<file path="config.mk">
export PLATFORM = sky130hd
export DESIGN_NAME = spaceship_laser
export DESIGN_NICKNAME = d
export VERILOG_FILES = /design/src/rtl/spaceship_laser.sv
export SDC_FILE = /design/constraint.sdc
export NUM_CORES = 1
export LEC_CHECK = 0
export ABC_AREA = 1
export BUFFER_PORTS_ARGS = -buffer_cell sky130_fd_sc_hd__buf_4
export CORE_MARGIN = 5
export CORE_UTILIZATION = 62
export DETAILED_ROUTE_END_ITERATION = 8
export PLACE_DENSITY = 0.93
export SLEW_MARGIN = 25
export SYNTH_ARGS = -nofsm -noshare
export SYNTH_HDL_FRONTEND = slang
export SYNTH_SLANG_ARGS = --single-unit
</file>
<file path="constraint.sdc">
create_clock -name clk -period 7.8 [get_ports clk]
set_input_delay 0.78 -clock clk [delete_from_list [all_inputs] [get_ports clk]]
set_output_delay 0.78 -clock clk [all_outputs]
set_load 0.02 [all_outputs]
</file>
<file path="src/rtl/spaceship_laser.sv">
// rtl/spaceship_laser.sv - player laser shot; optional re-fire lockout via SPACESHIP_LASER_COOLDOWN_EN
module spaceship_laser #(
    parameter logic [10:0] TOP_EDGE        = 11'd0,
    parameter logic [10:0] LASER_START_Y   = 11'd440,
    parameter logic [10:0] LASER_SPEED     = 11'd4,
    parameter logic [10:0] LASER_HEIGHT    = 11'd10,
    parameter logic [10:0] LASER_LENGTH    = 11'd3,
    parameter logic [10:0] PARK_Y          = 11'd2000,
`ifdef SPACESHIP_LASER_COOLDOWN_EN
    parameter logic [5:0]  COOLDOWN_FRAMES = 6'd20,
`endif
    parameter logic [7:0]  COLOR_LASER     = 8'b11111111
) (
    input  logic        clk,
    input  logic        rst,
    input  logic        restart,
    input  logic [1:0]  mode,
    input  logic [9:0]  xCoord,
    input  logic [9:0]  yCoord,
    input  logic        fire,
    input  logic [10:0] spaceship_xCoord,
    input  logic        target_hit,
    output logic [10:0] laser_xCoord,
    output logic [10:0] laser_yCoord,
    output logic        laser_active,
    output logic        shot_fired,
    output logic        laser_hit,
    output logic        is_laser,
    output logic [7:0]  rgb
);

    localparam logic [1:0] S_IDLE = 2'd0;
    localparam logic [1:0] S_FLY  = 2'd1;
    localparam logic [1:0] S_END  = 2'd2;
`ifdef SPACESHIP_LASER_COOLDOWN_EN
    localparam logic [1:0] S_COOL = 2'd3;
`endif

    // Retire threshold compared directly against y so the decrement never wraps.
    localparam logic [10:0] TOP_LIMIT = TOP_EDGE + LASER_SPEED + (LASER_HEIGHT >> 1);

    logic [1:0]  state;
    logic        fire_q;
    logic        fire_pending;
    logic        frame;
    logic        clear;
    logic        fire_edge;
    logic [10:0] px;
    logic [10:0] py;
    logic [10:0] dx;
    logic [10:0] dy;
`ifdef SPACESHIP_LASER_COOLDOWN_EN
    logic [5:0]  cool_cnt;
`endif

    assign frame        = (xCoord == 10'd0) && (yCoord == 10'd0);
    assign clear        = rst || restart || (mode != 2'd2);
    assign fire_edge    = fire && !fire_q;
    assign laser_active = (state == S_FLY);

    // Fire button history for rising-edge detection.
    always_ff @(posedge clk) begin
        if (clear) fire_q <= 1'b0;
        else       fire_q <= fire;
    end

    // Shot state machine: launch, per-frame climb, retire on hit or top exit.
    always_ff @(posedge clk) begin
        if (clear) begin
            state        <= S_IDLE;
            fire_pending <= 1'b0;
            laser_xCoord <= 11'd0;
            laser_yCoord <= PARK_Y;
            shot_fired   <= 1'b0;
            laser_hit    <= 1'b0;
`ifdef SPACESHIP_LASER_COOLDOWN_EN
            cool_cnt     <= 6'd0;
`endif
        end else begin
            shot_fired <= 1'b0;
            laser_hit  <= 1'b0;
            case (state)
                S_IDLE: begin
                    if (frame && fire_pending) begin
                        laser_xCoord <= spaceship_xCoord;
                        laser_yCoord <= LASER_START_Y;
                        fire_pending <= 1'b0;
                        shot_fired   <= 1'b1;
                        state        <= S_FLY;
                    end else if (fire_edge) begin
                        fire_pending <= 1'b1;
                    end
                end
                S_FLY: begin
                    if (frame) begin
                        if (target_hit) begin
                            laser_hit    <= 1'b1;
                            laser_yCoord <= PARK_Y;
                            state        <= S_END;
                        end else if (laser_yCoord < TOP_LIMIT) begin
                            laser_yCoord <= PARK_Y;
                            state        <= S_END;
                        end else begin
                            laser_yCoord <= laser_yCoord - LASER_SPEED;
                        end
                    end
                end
`ifdef SPACESHIP_LASER_COOLDOWN_EN
                S_END: begin
                    cool_cnt <= 6'd0;
                    state    <= S_COOL;
                end
                S_COOL: begin
                    if (frame) begin
                        if (cool_cnt == COOLDOWN_FRAMES - 6'd1) state <= S_IDLE;
                        else                                    cool_cnt <= cool_cnt + 6'd1;
                    end
                end
`endif
                default: state <= S_IDLE;
            endcase
        end
    end

    // Pixel membership test against the laser box, 11-bit unsigned distances.
    always_comb begin
        px       = {1'b0, xCoord};
        py       = {1'b0, yCoord};
        dx       = (px >= laser_xCoord) ? (px - laser_xCoord) : (laser_xCoord - px);
        dy       = (py >= laser_yCoord) ? (py - laser_yCoord) : (laser_yCoord - py);
        is_laser = laser_active && (dx <= (LASER_LENGTH >> 1)) && (dy <= (LASER_HEIGHT >> 1));
        rgb      = is_laser ? COLOR_LASER : 8'd0;
    end

endmodule

</file>
==> results_tabular.tex <==
\begin{tabular}{lr}
\hline
Metric & Value \\
\hline
\multicolumn{2}{l}{\textbf{Outcome}} \\
Status & finished, final reports clean \\
\multicolumn{2}{l}{\textbf{Clocking}} \\
Clk slew on worst S/H paths & 80 ps \\
Clk sink count & 26 \\
Post-CTS Hold Buffers & 0 \\
CTS root buf & sky130\_fd\_sc\_hd\_\_clkbuf\_8 \\
Longest Clk Path Bufs & 2 \\
PostCTS Resize Cnt & 0 \\
Insertion delay of the later-clocked pin in the worst-skew pair & about 270 ps \\
CTS tree & yes \\
Total CTS buffers & 3 \\
Total number of H-tree levels & 1 \\
Post-CTS setup buffers & 0 \\
\multicolumn{2}{l}{\textbf{Detailed routing}} \\
DRC violation total after the first TritonRoute iteration & 330 \\
DRC errors left & 0 \\
Number of routed nets with antenna violations & 0 \\
Highest Signal Layer & met4 \\
Drt total wl & approximately 11000 microns \\
Met2 routed wirelength & $\sim$4900 microns \\
Number of vias after detailed routing & 4340 \\
First-pass DRT Iterations & 5 \\
Length of routed met3 wiring & roughly 1000 microns \\
WL met1 & 4980 microns \\
Average wire per standard cell & 13.84 microns \\
Per-cell via count in the routed design & 5.405 \\
\multicolumn{2}{l}{\textbf{Pwr}} \\
Share of total power in the clock network & 0.233 \\
Gate power share & 0.348 \\
Power dissipated by switching net loads & approximately 0.11 mW \\
Power share of the sequential group & 0.419 \\
Pwr per Cell Area & approximately 74 nW/um\^{}2 \\
Worst IR Drop VDD & 0.0001231 V \\
Lkg Pwr & 2.460 nW \\
Fraction of power spent switching nets & 0.3415 \\
Internal power & approximately 0.21 mW \\
\multicolumn{2}{l}{\textbf{Worst setup path}} \\
Reg-to-reg critical path endpoint & laser\_yCoord[10]\$\_SDFFE\_PP1P\_ \\
Arrival time reported for the critical path endpoint & approximately 3300 ps \\
R2r setup slk & just over 6000 ps \\
Setup crit end kind & output pin \\
Startpoint of the worst register-to-register path & laser\_yCoord[8]\$\_SDFFE\_PP1P\_ \\
Critical path type & primary input to output pin \\
Kind of launch point of the worst setup path & primary input \\
Worst EP required & 7020 ps \\
Biggest fanout along the worst timing path & 9 \\
Number of cells traversed by the worst register-to-register path & 9 \\
\multicolumn{2}{l}{\textbf{Placement}} \\
Post-detailed-placement cell area & 4252 sq um \\
Routability cong. & 0.9828 \\
Detailed-placement wirelength estimate & 9413 microns \\
Port Buffers & 69 \\
\multicolumn{2}{l}{\textbf{Flow run}} \\
Max-cap check violation count & 0 \\
\multicolumn{2}{l}{\textbf{Floorplan}} \\
Total die area & 7699 sq um \\
Total number of placement rows & 28 \\
Ports & 72 \\
Die H & 87.75 microns \\
Chip width & 87.75 microns \\
Total core area & 5886 sq um \\
Initial standard-cell utilization of the core & 0.6367 \\
\multicolumn{2}{l}{\textbf{Global routing}} \\
Total overflow reported by the global router & 0 \\
Pin count of the biggest net entering global routing & 14 \\
Initial antenna violation count & 0 \\
Number of global-route vias before repair & 4098 \\
Aggregate global-route resource usage & 0.2998 \\
Global-route wire length before repair & 18720 microns \\
\multicolumn{2}{l}{\textbf{Cells and area}} \\
Filler cells & 502 \\
Antenna Diode Count & 0 \\
Utilization after layout & 0.7294 \\
Layout cells sized above 1 & 0.1236 \\
Layout Nets & 810 \\
Area of all placed cells without fillers & 4293 sq um \\
Area added between synthesis and finish & 14.56\% \\
\multicolumn{2}{l}{\textbf{Synth}} \\
Share of synthesized registers carrying an async set or reset & 0 \\
Post-synth top flop & sky130\_fd\_sc\_hd\_\_dfxtp\_1 \\
Distinct cell type count of the synthesized netlist & 35 \\
Share of the synthesized area in compound gates (AO/OA/AOI/OAI) & 0.09616 \\
Share of Yosys cell area claimed by the top area cell type & 0.2334 \\
Dominant combinational cell family by area after synthesis & simple AND/OR/NAND/NOR gates \\
Cell types with the largest area share after synthesis & sky130\_fd\_sc\_hd\_\_nand2\_1 23\%, sky130\_fd\_sc\_hd\_\_dfxtp\_1 14\%, sky130\_fd\_sc\_hd\_\_ha\_1 13\% \\
Area share of and/or/nand/nor cells after synthesis & 0.4481 \\
Synth Cell Area & approximately 3700 sq um \\
Multiplexer share of the synthesized area & 0 \\
Mean post-synth cell area & 5.601 sq um \\
Adder-cell area share of the yosys netlist & 0.1442 \\
Cell count after synthesis & 669 \\
EDFF count, synth & 0 \\
Number of register bits inferred by synthesis & 26 \\
Sequential fraction of the synthesis area & 0.1389 \\
Post-synthesis share of cell area spent on xor and xnor gates & 0.01169 \\
Synthesis Warnings & 0 \\
Largest area contributor in the netlist & sky130\_fd\_sc\_hd\_\_nand2\_1 \\
\multicolumn{2}{l}{\textbf{Worst hold path}} \\
End point of the most critical hold path & laser\_xCoord[0]\$\_SDFFE\_PP0P\_ \\
Beginning of the worst hold path & laser\_xCoord[0]\$\_SDFFE\_PP0P\_ \\
Cell depth of the worst hold path & 2 \\
Path class of the lowest-slack min-delay path & flip-flop to flip-flop \\
\multicolumn{2}{l}{\textbf{STA}} \\
Worst relative slew slack & 0.6659 \\
Accumulated negative setup slack & 0 ps \\
Number of pins with negative max-slew slack in the final report & 0 \\
Fraction of the cycle the final worst path needs & 0.5252 \\
Hold Vio Cnt, Final & 0 \\
Final clock skew & roughly 5.4 ps \\
Transition time at the pin with the least slew margin & 499.3 ps \\
Timing-limited maximum frequency & between 0.2 and 0.25 GHz \\
Unrepaired setup endpoints after global routing & no \\
Total of endpoints with negative setup slack in the final report & 0 \\
Minimum hold slack & 520.4 ps \\
Final period demand of the worst path & 4097 ps \\
\hline
\end{tabular}
## Yosys cell counts (6+ instances only)
cell type,number
sky130_fd_sc_hd__buf_4,11
sky130_fd_sc_hd__nor3_1,6
sky130_fd_sc_hd__nand4_1,15
sky130_fd_sc_hd__ha_1,40
sky130_fd_sc_hd__dfxtp_1,26
sky130_fd_sc_hd__a21oi_1,30
sky130_fd_sc_hd__o21ai_1,10
sky130_fd_sc_hd__nor2_1,47
sky130_fd_sc_hd__inv_1,127
sky130_fd_sc_hd__nand3_1,65
sky130_fd_sc_hd__o21ai_0,12
sky130_fd_sc_hd__nand2_1,233
## cell type report
class	count	area, sq um	area share
inverter	128	480.5	0.1119
sequential	26	520.5	0.1212
tap	75	93.84	0.02186
timing repair buffer	69	518.0	0.1207
multi-input combinational	502	2639	0.6147
clock buffer	3	41.29	0.009618
## worst max-delay path by stage
stage	from	end	slack, ps	cells past startpoint
after global placement	xCoord[0]	rgb[0]	3750	16
final	xCoord[0]	rgb[5]	3700	16
after CTS	xCoord[0]	rgb[5]	3710	16
after floorplan	xCoord[0]	rgb[0]	3940	15
after detailed placement	xCoord[0]	rgb[5]	3710	16
after global routing	yCoord[3]	rgb[3]	3510	16
## critical path, cell delays in order
cell and delay, ps:
sky130_fd_sc_hd__buf_4 140, sky130_fd_sc_hd__inv_1 70, sky130_fd_sc_hd__ha_1 150, sky130_fd_sc_hd__inv_1 80
sky130_fd_sc_hd__fa_1 440, sky130_fd_sc_hd__or2_2 310, sky130_fd_sc_hd__a21oi_1 190, sky130_fd_sc_hd__nand3_1 110
sky130_fd_sc_hd__nor2_1 90, sky130_fd_sc_hd__nand2_1 60, sky130_fd_sc_hd__nor2_1 90, sky130_fd_sc_hd__nand2_1 60
sky130_fd_sc_hd__nand2_1 60, sky130_fd_sc_hd__nand3_1 60, sky130_fd_sc_hd__nor2_1 380, sky130_fd_sc_hd__buf_4 230
## per-layer routing
metal / GRT usage / vias to the layer above
met2: 0.4856 / 205
met3: 0.03951 / 17
li1: - / 2199
met4: 0.07531 / 0
met1: 0.4202 / 1919
met5: 0 / -
## placed cells by master, fill, tap and decap left out, types with 10 or more instances in the layout
master,n
sky130_fd_sc_hd__nand2_1,233
sky130_fd_sc_hd__inv_1,127
sky130_fd_sc_hd__buf_4,69
sky130_fd_sc_hd__nand3_1,65
sky130_fd_sc_hd__nor2_1,47
sky130_fd_sc_hd__ha_1,40
sky130_fd_sc_hd__a21oi_1,30
sky130_fd_sc_hd__dfxtp_1,26
sky130_fd_sc_hd__nand4_1,15
sky130_fd_sc_hd__o21ai_0,12
sky130_fd_sc_hd__o21ai_1,10
## cell families after synthesis
kind of cell / after synthesis
adder cells (fa/ha/maj): 42
XOR/XNOR: 5
AND/OR/NAND/NOR: 386
AO/OA/AOI/OAI: 65
other: 2
buffers and inverters: 143
flip-flops: 26
## registers in the layout, summed over array words and instances (netlist names)
name,cells
shot_fired,1
fire_q,1
fire_pending,1
laser_xCoord,11
laser_hit,1
state,2
laser_yCoord,9
## power groups by stage
stage,Clock (mW),Combinational [mW],Sequential (mW)
floorplan,0,0.0713,0.136
global placement,0,0.106,0.136
detailed placement,0,0.107,0.136
CTS,0.0760,0.108,0.133
global route,0.0846,0.125,0.133
finish,0.0741,0.110,0.133
## metrics by stage
stage	power (mW)	setup WS, ps	std cells
floorplan	0.2072	3944	671
global placement	0.2417	3752	800
detailed placement	0.2434	3714	800
CTS	0.3168	3706	803
global route	0.3423	3507	803
finish	0.3173	3703	803
Note: power is estimated with default switching activity, not from simulation.
